$ cat config.mk
export PLATFORM = sky130hd
export DESIGN_NAME = modul_impartire
export DESIGN_NICKNAME = d
export VERILOG_FILES = /design/src/rtl/modul_impartire.sv
export SDC_FILE = /design/constraint.sdc
export NUM_CORES = 1
export LEC_CHECK = 0
export CELL_PAD_IN_SITES_DETAIL_PLACEMENT = 1
export CELL_PAD_IN_SITES_GLOBAL_PLACEMENT = 1
export CORE_UTILIZATION = 26
export DETAILED_ROUTE_END_ITERATION = 6
export PLACE_DENSITY_LB_ADDON = 0.15
export SYNTH_ARGS = -nofsm -noshare
export SYNTH_HDL_FRONTEND = slang
export SYNTH_SLANG_ARGS = --single-unit
$ cat constraint.sdc
create_clock -name clk -period 2 [get_ports clk]
set_input_delay 0.2 -clock clk [delete_from_list [all_inputs] [get_ports clk]]
set_output_delay 0.2 -clock clk [all_outputs]
set_load 0.01 [all_outputs]
$ cat src/rtl/modul_impartire.sv
// ----------------------------------------------------------------------------
// modul_impartire
//   Iterative restoring divider, one quotient bit per clock. Operands are taken
//   over an in_valid/in_ready handshake. Quotient, remainder and a
//   divide-by-zero flag are returned over an out_valid/out_ready handshake.
//   Only one divide is in flight at a time.
//
//   Optional feature: define DIV_SIGNED_EN for two's-complement operands.
//   The core divides magnitudes. A FIX state then negates the results:
//   q is truncated toward zero and r takes the sign of a. This adds one cycle.
//
// Ports
//   clk, rst          clock, asynchronous active-high reset
//   in_valid/in_ready operand handshake; in_ready is high only in IDLE
//   a, b              dividend, divisor (sampled on the accept edge only)
//   out_valid/out_ready result handshake; outputs hold while out_ready=0
//   q, r, div_zero    quotient, remainder, b==0 flag (all registered)
// ----------------------------------------------------------------------------
module modul_impartire #(
   parameter int WIDTH = 8
) (
   input  logic             clk,
   input  logic             rst,
   input  logic             in_valid,
   output logic             in_ready,
   input  logic [WIDTH-1:0] a,
   input  logic [WIDTH-1:0] b,
   output logic             out_valid,
   input  logic             out_ready,
   output logic [WIDTH-1:0] q,
   output logic [WIDTH-1:0] r,
   output logic             div_zero
);

   localparam int CW = (WIDTH > 2) ? $clog2(WIDTH) : 1;

`ifdef DIV_SIGNED_EN
   typedef enum logic [1:0] {S_IDLE, S_CALC, S_FIX, S_DONE} state_t;
`else
   typedef enum logic [1:0] {S_IDLE, S_CALC, S_DONE} state_t;
`endif

   state_t           r_state;
   logic [CW-1:0]    r_cnt;
   logic [WIDTH-1:0] r_quo;   // dividend bits shift out the top, quotient bits shift in
   logic [WIDTH-1:0] r_rem;   // partial remainder, always < divisor between steps
   logic [WIDTH-1:0] r_div;
   logic             r_dz;

   logic [WIDTH:0]   w_shift;
   logic             w_ge;
   logic [WIDTH-1:0] w_sub;
   logic [WIDTH-1:0] w_a_mag;
   logic [WIDTH-1:0] w_b_mag;

`ifdef DIV_SIGNED_EN
   logic             r_neg_q;
   logic             r_neg_r;
   assign w_a_mag = a[WIDTH-1] ? (~a + 1'b1) : a;
   assign w_b_mag = b[WIDTH-1] ? (~b + 1'b1) : b;
`else
   assign w_a_mag = a;
   assign w_b_mag = b;
`endif

   // One restoring step on the (WIDTH+1)-bit shifted remainder. When the
   // subtraction succeeds the difference is < divisor, so the low WIDTH bits
   // hold the whole result.
   assign w_shift = {r_rem, r_quo[WIDTH-1]};
   assign w_ge    = (w_shift >= {1'b0, r_div});
   assign w_sub   = w_shift[WIDTH-1:0] - r_div;

   assign in_ready = (r_state == S_IDLE);

   always_ff @(posedge clk or posedge rst) begin
      if (rst) begin
         r_state   <= S_IDLE;
         r_cnt     <= '0;
         r_quo     <= '0;
         r_rem     <= '0;
         r_div     <= '0;
         r_dz      <= 1'b0;
         out_valid <= 1'b0;
         q         <= '0;
         r         <= '0;
         div_zero  <= 1'b0;
`ifdef DIV_SIGNED_EN
         r_neg_q   <= 1'b0;
         r_neg_r   <= 1'b0;
`endif
      end else begin
         case (r_state)
            S_IDLE: begin
               if (in_valid) begin
                  r_dz <= (b == '0);
                  if (b == '0) begin
                     // b==0 skips the iteration entirely: all-ones quotient, raw a as remainder
                     r_quo   <= '1;
                     r_rem   <= a;
                     r_state <= S_DONE;
                  end else begin
                     r_quo   <= w_a_mag;
                     r_rem   <= '0;
                     r_div   <= w_b_mag;
                     r_cnt   <= CW'(WIDTH - 1);
                     r_state <= S_CALC;
                  end
`ifdef DIV_SIGNED_EN
                  r_neg_q <= a[WIDTH-1] ^ b[WIDTH-1];
                  r_neg_r <= a[WIDTH-1];
`endif
               end
            end
            S_CALC: begin
               r_quo <= {r_quo[WIDTH-2:0], w_ge};
               r_rem <= w_ge ? w_sub : w_shift[WIDTH-1:0];
               r_cnt <= r_cnt - 1'b1;
               if (r_cnt == '0) begin
`ifdef DIV_SIGNED_EN
                  r_state <= S_FIX;
`else
                  r_state <= S_DONE;
`endif
               end
            end
`ifdef DIV_SIGNED_EN
            S_FIX: begin
               // -2^(W-1) / -1 wraps back to -2^(W-1) naturally here.
               r_quo   <= r_neg_q ? (~r_quo + 1'b1) : r_quo;
               r_rem   <= r_neg_r ? (~r_rem + 1'b1) : r_rem;
               r_state <= S_DONE;
            end
`endif
            S_DONE: begin
               // The first DONE cycle registers the result. After that, hold until accepted.
               if (!out_valid) begin
                  out_valid <= 1'b1;
                  q         <= r_quo;
                  r         <= r_rem;
                  div_zero  <= r_dz;
               end else if (out_ready) begin
                  out_valid <= 1'b0;
                  r_state   <= S_IDLE;
               end
            end
            default: r_state <= S_IDLE;
         endcase
      end
   end

endmodule
==> results of run 1 <==
## metal layers
metal / up-vias / global-route usage (%)
met5: - / 0
met2: 30 / 23.6
met1: 1020 / 20.1
met3: 10 / 2.53
li1: 990 / -
met4: 0 / 4.41
## logic make-up (layout without fill, tap and decap cells)
| kind of cell | Yosys count | after routing |
|---|---|---|
| compound gates | 58 | 58 |
| xor+xnor | 5 | 5 |
| fa+ha+maj | 11 | 11 |
| buf+inv | 24 | 105 |
| flops | 48 | 48 |
| mux | 26 | 26 |
| simple gates | 62 | 62 |
## synth_stat cells (2+ instances only)
| cell | count | area (um2) |
|---|---|---|
| a21o_1 | 3 | 22.5 |
| a21oi_1 | 15 | 75.1 |
| a31oi_1 | 2 | 12.5 |
| buf_2 | 3 | 15.0 |
| clkbuf_1 | 4 | 15.0 |
| dfrtp_1 | 48 | 1200 |
| ha_1 | 10 | 125 |
| inv_1 | 16 | 60.1 |
| mux2_2 | 21 | 236 |
| mux2i_1 | 4 | 40.0 |
| nand2_1 | 20 | 75.1 |
| nand3_1 | 3 | 15.0 |
| nor2_1 | 20 | 75.1 |
| nor3_1 | 7 | 35.0 |
| nor3_2 | 2 | 20.0 |
| o21ai_0 | 14 | 70.1 |
| o21ai_1 | 2 | 10.0 |
| o21bai_1 | 2 | 15.0 |
| o22ai_1 | 5 | 31.3 |
| o31ai_1 | 6 | 45.0 |
| or4_4 | 2 | 22.5 |
| xnor2_1 | 3 | 26.3 |
| xor2_1 | 2 | 17.5 |
## worst max-delay path, cell delays in order (launching register included)
cell	delay, ns
dfrtp_1	0.39
inv_2	0.10
ha_4	0.21
a21o_1	0.17
a211o_1	0.29
a41oi_4	0.26
mux2_1	0.36
o22ai_2	0.15
## worst min path at each step
stage / to / slack [ns] / cells past startpoint
2_1_floorplan: r_div[1] / 0.32 / 2
3_3_place_gp: r[6] / 0.49 / 1
3_5_place_dp: q[5] / 0.49 / 1
4_1_cts: r_quo[5] / 0.25 / 3
5_1_grt: q[3] / 0.27 / 3
6_report: q[4] / 0.23 / 3
## power by group through the flow
| stage | clock network (mW) | logic (mW) | registers [mW] |
|---|---|---|---|
| after floorplan | 0 | 2.11 | 1.74 |
| after global placement | 0 | 3.45 | 1.74 |
| after detailed placement | 0 | 3.53 | 1.75 |
| after CTS | 0.831 | 3.78 | 1.74 |
| after global routing | 0.857 | 4.56 | 1.80 |
| final | 0.802 | 4.14 | 1.73 |
## through the flow
| stage | setup TNS (ns) | instances | hold slack, ns |
|---|---|---|---|
| 6_report | -0.0426 | 426 | 0.231 |
| 5_1_grt | -0.389 | 426 | 0.269 |
| 4_1_cts | 0 | 422 | 0.245 |
| 3_5_place_dp | -1.05 | 413 | 0.494 |
| 3_3_place_gp | -0.590 | 413 | 0.490 |
| 2_1_floorplan | 0 | 234 | 0.317 |
## sequential cells by signal, indices dropped and copies added (netlist names), 2 cells and up
| name | cells |
|---|---|
| q | 8 |
| r | 8 |
| r_div | 8 |
| r_quo | 8 |
| r_rem | 8 |
| r_cnt | 3 |
| r_state | 2 |
## layout make-up
type / instances / area share (%)
Clock buffer: 7 / 2.70
Clock inverter: 1 / 0.842
Inverter: 16 / 1.68
Multi-Input combinational cell: 162 / 37.0
Sequential cell: 48 / 33.7
Tap cell: 111 / 3.90
Timing Repair Buffer: 81 / 20.2
## timing repair
action | CTS | global route
pin swaps | 4 | 9
buffers inserted | 1 | 4
cloned | 0 | 0
endpoints found under the setup margin | 7 | 8
gates resized for setup | 13 | 16
==> impl_metrics.csv, run 1 <==
group,metric,value,unit
status,status,"finished with violations",
status,violations,"setup timing",
pwr,pwr-share-seq,25.9,%
global_route,grt_overflow,0,
place,placed_cell_area,3280,um2
pwr,netSwitchingFraction,39.4,%
detailed_routing,first_pass_iters,4,
clock_network,cts_tree,"yes",
hold_path,hold_class,"in2async",
place,place_ws,-0.150,ns
pwr,intPower,4.05,mW
yosys,async_flop_share,100,%
setup_path,rr_worst_depth,7,
detailed_routing,via_per_inst,4.81,
detailed_routing,wire_per_inst,15.9,um
sta,fin_skew,0.0114,ns
yosys,synth-warning-count,0,
yosys,ys.flop_type,"dfrtp_1",
final_layout,num-fill-cells,1057,
setup_path,crit_type,"reg2reg",
yosys,muxShareOfSynthArea,11.7,%
yosys,ys_seq_elements,48,
setup_path,cp-end-kind,"flip-flop",
sta,max_freq,497,MHz
clock_network,hold_buffers,0,
yosys,syn_inst,234,
final_layout,final_cell_mix,"dfrtp_1, buf_4, clkdlybuf4s50_1",
yosys,synth_compound_area_share,14.9,%
global_route,grtUsageTotal,14.6,%
floorplanning,io_pins,39,
yosys,synth_xor_area_share,1.78,%
setup_path,required,2.23,ns
sta,worst_slack,-0.0138,ns
sta,hold_violations,0,
sta,finalSetupViolCount,5,
yosys,syn_area_per_cell,10.5,um2
floorplanning,die_area,9870,um2
final_layout,diodes,0,
pwr,power,6.68,mW
floorplanning,fp.coreArea,9200,um2
detailed_routing,drt-total-wl,6790,um
final_layout,seq_area,1200,um2
final_layout,multi_input_area,1320,um2
detailed_routing,vias,2050,
yosys,synth_edf_count,0,
detailed_routing,dr.max_layer_used,"met4",
pwr,share_comb_of_total_power,62.0,%
setup_path,worstSetupEndpoint,"r_rem[1]",
setup_path,timing.rr.start,"r_div[6]",
yosys,synth_top_family_by_area,"compound AO/OA/AOI/OAI gates",
setup_path,r2r-end,"r_rem[1]",
pwr,pwr_density_cell,1870,nW/um2
clock_network,path_clk_slew,0.10,ns
final_layout,drive_gt1_share,34.3,%
sta,tightest_slew,0.660,ns
pwr,power_leakage,1.59,nW
sta,min_period_over_period,101,%
detailed_routing,drt_iter0_drc,54,
setup_path,critPathLaunch,"r_div[6]",
global_route,antenna_found_initial,0,
detailed_routing,wl_met1,3310,um
sta,fin_crit,2.01,ns
clock_network,cts_buffers,5,
pwr,p_clk_share,12.0,%
clock_network,clock-sinks,48,
floorplanning,die_x,99.3,um
setup_path,cp_max_fo,4,
setup_path,worstPathArrival,2.24,ns
final_layout,nNetsFinal,345,
final_layout,area_growth,44.7,%
global_route,grt_pass1_vias,2099,
yosys,post_synth_and_or_nand_nor_area_fraction,13.0,%
setup_path,worstSetupStartpointType,"flip-flop",
yosys,yosysUniqueCellTypes,43,
pwr,p_switching,2.63,mW
global_route,grt_max_degree,49,
sta,rsz0062_at_grt,"true",
setup_path,reg2reg_setup_slack,-0.01,ns
yosys,syn-num-nets,265,
place,routabilityCongestion,0.779,
yosys,synth_fa_ha_area_share,5.89,%
detailed_routing,ant_nets,0,
detailed_routing,met3_length,144,um
place,portBuffers,38,
pwr,ir_worst_vdd,0.530,mV
final_layout,final_util,38.8,%
yosys,yosysSeqAreaShare,48.8,%
global_route,grt_pass1_wl,11100,um
detailed_routing,met2_length,3210,um
clock_network,root_buffer,"clkbuf_8",
final_layout,mostFrequentLayoutCell,"dfrtp_1",
floorplanning,die_y,99.3,um
run,cap_violations,0,
sta,final_max_slew_viol_count,0,
clock_network,clockBufferDepth,2,
place,hpwl,5070,um
detailed_routing,drc,0,
floorplanning,start_util,26.8,%
floorplanning,rows,35,
clock_network,cts-htree-levels,2,
final_layout,fin_area,3560,um2
clock_network,clock_latency,0.31,ns
sta,slew_headroom,55.8,%
yosys,syn_area,2460,um2
Power figures use the tool's default switching activity.
==> inputs of run 2 (changes only) <==
Settings changed: CORE_MARGIN set to 1.5.
==> impl_metrics.csv, run 2 (synthesized netlist as in run 1, its figures left out) <==
group,metric,value,unit
final_layout,seq_area,1200,um2
floorplanning,rows,35,
setup_path,cp_max_fo,6,
final_layout,drive_gt1_share,33.6,%
clock_network,clock-sinks,48,
place,placed_cell_area,3350,um2
sta,slew_headroom,49.1,%
detailed_routing,wire_per_inst,15.2,um
sta,fin_skew,0.00896,ns
place,placedCellCount,420,
global_route,grt_overflow,0,
floorplanning,die_y,100,um
floorplanning,io_pins,39,
detailed_routing,drt_iter0_drc,77,
sta,fin_crit,1.97,ns
clock_network,cts_buffers,5,
run,cap_violations,0,
pwr,ir_worst_vdd,0.477,mV
sta,tightest_slew,0.759,ns
pwr,p_clk_share,9.9,%
global_route,grt_max_degree,49,
setup_path,worstPathArrival,2.15,ns
global_route,grtUsageTotal,13.9,%
floorplanning,die_area,10100,um2
final_layout,diodes,0,
sta,max_freq,507,MHz
sta,final_max_slew_viol_count,0,
setup_path,cp-end-kind,"flip-flop",
pwr,pwr_density_cell,1800,nW/um2
pwr,share_comb_of_total_power,62.7,%
setup_path,rr_worst_depth,7,
sta,worst_slack,0.0261,ns
place,routabilityCongestion,0.787,
sta,hold_violations,0,
sta,min_period_over_period,98.7,%
floorplanning,start_util,26.8,%
final_layout,instances_no_fill,429,
final_layout,mostFrequentLayoutCell,"dfrtp_1",
final_layout,final_cell_mix,"dfrtp_1, buf_4, clkdlybuf4s50_1",
final_layout,nNetsFinal,348,
final_layout,multi_input_area,1280,um2
place,hpwl,5000,um
global_route,grt_pass1_wl,10800,um
final_layout,num-fill-cells,1018,
detailed_routing,first_pass_iters,4,
clock_network,clock_latency,0.30,ns
global_route,grt_pass1_vias,2013,
clock_network,cts_tree,"yes",
clock_network,clockBufferDepth,2,
final_layout,area_growth,44.1,%
detailed_routing,via_per_inst,4.67,
pwr,intPower,3.89,mW
pwr,p_switching,2.49,mW
setup_path,crit_type,"reg2reg",
floorplanning,die_x,100,um
setup_path,required,2.18,ns
global_route,antenna_found_initial,0,
sta,rsz0062_at_grt,"true",
hold_path,hold_class,"in2async",
clock_network,path_clk_slew,0.10,ns
pwr,power_leakage,1.58,nW
detailed_routing,drt-total-wl,6520,um
detailed_routing,drc,0,
place,portBuffers,38,
detailed_routing,vias,2005,
sta,tns,0,ns
sta,finalSetupViolCount,0,
setup_path,worstSetupStartpointType,"flip-flop",
final_layout,fin_area,3550,um2
floorplanning,fp.coreArea,9200,um2
detailed_routing,ant_nets,0,
clock_network,hold_buffers,0,
clock_network,cts-htree-levels,2,
status,status,"completed",
place,place_ws,-0.125,ns
pwr,pwr-share-seq,27.4,%
clock_network,root_buffer,"clkbuf_8",
pwr,netSwitchingFraction,39.0,%
## run 2: critical path: stages, from the launching register on
cell and delay (ns):
dfrtp_1 0.43, ha_1 0.23, a21o_1 0.20, a211o_1 0.29, a41oi_4 0.26, buf_6 0.18, mux2i_1 0.18, o22ai_1 0.10
## run 2: layer usage
metal	global-route usage [%]	part of all wire (%)	up-vias
met4	2.93	0.86	0
met2	22.2	47	23
li1	-	-	986
met3	2.44	2.3	5
met1	19.6	50	991
met5	0	0	-
## run 2: power groups by stage
stage	logic, mW	registers, mW	clock network [mW]
after floorplan	2.11	1.74	0
after global placement	3.61	1.75	0
after detailed placement	3.66	1.76	0
after CTS	3.95	1.74	0.667
after global routing	4.40	1.81	0.691
final	4.00	1.75	0.632
## run 2: cell type report
type / count / area share (%)
clock buffer: 6 / 2.33
clock inverter: 2 / 0.423
inverter: 16 / 1.69
multi-input combinational: 162 / 36.2
sequential: 48 / 33.8
tap: 111 / 3.91
timing repair buffer: 84 / 21.6
## run 2: worst paths after layout
check / slack [ns] / end / startpoint
max in group asynchronous: 1.51 / r_div[4] / rst
min in group clk: 0.48 / r_div[4] / b[4]
worst max-delay path: 0.03 / r_rem[2] / r_rem[4]
worst max register to register: 0.03 / r_rem[2] / r_rem[4]
worst min-delay path: 0.24 / q[5] / rst
worst min register to register: 0.51 / r[7] / r[7]
## run 2: timing repair
item                                    CTS  global route
endpoints found under the setup margin    7             8
resized for setup                        14             8
buffers inserted                          1             0
pin swaps                                 5             6
## run 2: through the flow
stage | total power, mW | utilization, % | hold slack, ns
floorplan | 3.85 | - | 0.317
global placement | 5.36 | 36.5 | 0.490
detailed placement | 5.42 | 36.5 | 0.493
CTS | 6.36 | 38.3 | 0.256
global route | 6.90 | 38.6 | 0.275
finish | 6.38 | 38.6 | 0.243
==> inputs of run 3 (changes only) <==
Settings changed: SKIP_LAST_GASP set to 1.
==> impl_metrics.csv, run 3 (synthesized netlist as in run 1, its figures left out) <==
group,metric,value,unit
place,place_ws,-0.125,ns
detailed_routing,via_per_inst,4.67,
detailed_routing,drt_iter0_drc,71,
final_layout,area_growth,44.4,%
clock_network,cts-htree-levels,2,
sta,finalSetupViolCount,0,
sta,max_freq,508,MHz
hold_path,hold_class,"in2async",
global_route,grt_max_degree,49,
sta,hold_violations,0,
detailed_routing,drc,0,
clock_network,path_clk_slew,0.10,ns
sta,slew_headroom,49.1,%
setup_path,worstSetupPathDepth,7,
final_layout,diodes,0,
detailed_routing,vias,2008,
place,portBuffers,38,
floorplanning,start_util,26.8,%
sta,final_max_slew_viol_count,0,
global_route,grtUsageTotal,13.9,%
sta,min_period_over_period,98.4,%
setup_path,worst-path-buf-inv,1,
final_layout,mostFrequentLayoutCell,"dfrtp_1",
sta,tightest_slew,0.759,ns
pwr,pwr_density_cell,1800,nW/um2
floorplanning,io_pins,39,
setup_path,worstSetupStartpointType,"flip-flop",
global_route,grt_pass1_wl,10800,um
detailed_routing,first_pass_iters,4,
detailed_routing,ant_nets,0,
setup_path,cp_max_fo,6,
detailed_routing,met3_length,151,um
floorplanning,die_x,100,um
place,placedCellCount,420,
pwr,power,6.41,mW
place,routabilityCongestion,0.787,
global_route,grt_pass1_vias,2013,
pwr,power_leakage,1.59,nW
status,status,"completed",
pwr,ir_worst_vdd,0.477,mV
clock_network,cts_tree,"yes",
final_layout,final_util,38.7,%
setup_path,critPathTopFamily,"compound AO/OA/AOI/OAI gates",
final_layout,num-fill-cells,1018,
final_layout,final_cell_mix,"dfrtp_1, buf_4, clkdlybuf4s50_1",
clock_network,hold_buffers,0,
detailed_routing,wl_met1,3270,um
floorplanning,die_area,10100,um2
final_layout,drive_gt1_share,33.9,%
detailed_routing,met2_length,3040,um
global_route,antenna_found_initial,0,
final_layout,fin_area,3560,um2
setup_path,crit_type,"reg2reg",
detailed_routing,wire_per_inst,15.2,um
floorplanning,fp.coreArea,9200,um2
detailed_routing,drt-total-wl,6520,um
setup_path,required,2.18,ns
detailed_routing,dr.max_layer_used,"met4",
setup_path,cp_slowest_stage_delay,0.43,ns
clock_network,root_buffer,"clkbuf_8",
final_layout,nNetsFinal,349,
setup_path,cp_slowest_cell,"dfrtp_1",
clock_network,cts_buffers,5,
sta,fin_skew,0.00896,ns
setup_path,worstPathArrival,2.15,ns
clock_network,clock-sinks,48,
sta,fin_crit,1.97,ns
sta,rsz0062_at_grt,"true",
setup_path,cp_cell_sequence,"ha_4, a21o_1, a211o_1, a41oi_4, buf_6, mux2i_1, o22ai_1",
setup_path,rr_worst_depth,7,
clock_network,clock_latency,0.30,ns
sta,worst_slack,0.0327,ns
floorplanning,die_y,100,um
run,cap_violations,0,
place,placed_cell_area,3350,um2
floorplanning,rows,35,
clock_network,clockBufferDepth,2,
global_route,grt_overflow,0,
final_layout,instances_no_fill,430,
setup_path,cp-end-kind,"flip-flop",
place,hpwl,5000,um
run 3: stage by stage:
stage,hold slack (ns),TNS [ns]
2_1_floorplan,0.317,0
3_3_place_gp,0.490,-0.821
3_5_place_dp,0.493,-0.941
4_1_cts,0.256,-0.000245
5_1_grt,0.275,-0.340
6_report,0.243,0
run 3: cell type report:
cell class | instances | area [um2] | area share (%)
Inverter | 16 | 60.1 | 1.69
Tap cell | 111 | 139 | 3.90
Timing Repair Buffer | 85 | 774 | 21.8
Clock inverter | 2 | 15.0 | 0.422
Clock buffer | 6 | 82.6 | 2.32
Multi-Input combinational cell | 162 | 1280 | 36.1
Sequential cell | 48 | 1200 | 33.8
run 3: worst paths after layout:
| path | startpoint | endpoint | slack, ns |
|---|---|---|---|
| max | r_rem[5] | r_rem[2] | 0.03 |
| max reg2reg | r_rem[5] | r_rem[2] | 0.03 |
| min | rst | q[5] | 0.24 |
| min in group clk | b[4] | r_div[4] | 0.48 |
| max in group asynchronous | rst | r_div[4] | 1.51 |
| min reg2reg | r[7] | r[7] | 0.51 |
run 3: timing repair:
| item | 4_1_cts | 5_1_grt |
|---|---|---|
| pin swaps | 4 | 6 |
| setup endpoints to repair | 7 | 8 |
| endpoints found under the hold margin | 0 | 0 |
| gates resized for setup | 14 | 8 |
| setup buffers | 1 | 1 |
run 3: worst reg2reg max path, stage by stage (launching register included):
cell and delay [ns]:
dfrtp_1 0.43, ha_4 0.25, a21o_1 0.16, a211o_1 0.28
a41oi_4 0.26, buf_6 0.18, mux2i_1 0.18, o22ai_1 0.10
run 3: metal layers:
metal,global-route usage [%],vias to the layer above
li1,-,988
met1,19.6,992
met2,22.2,23
met3,2.44,5
met4,2.93,0
met5,0,-
run 3: power breakdown:
part           leakage (nW)  switching [mW]  internal (mW)  total [mW]
Clock                0.0434           0.352          0.281       0.632
Sequential            0.591           0.316           1.43        1.75
Combinational         0.953            1.83           2.20        4.03
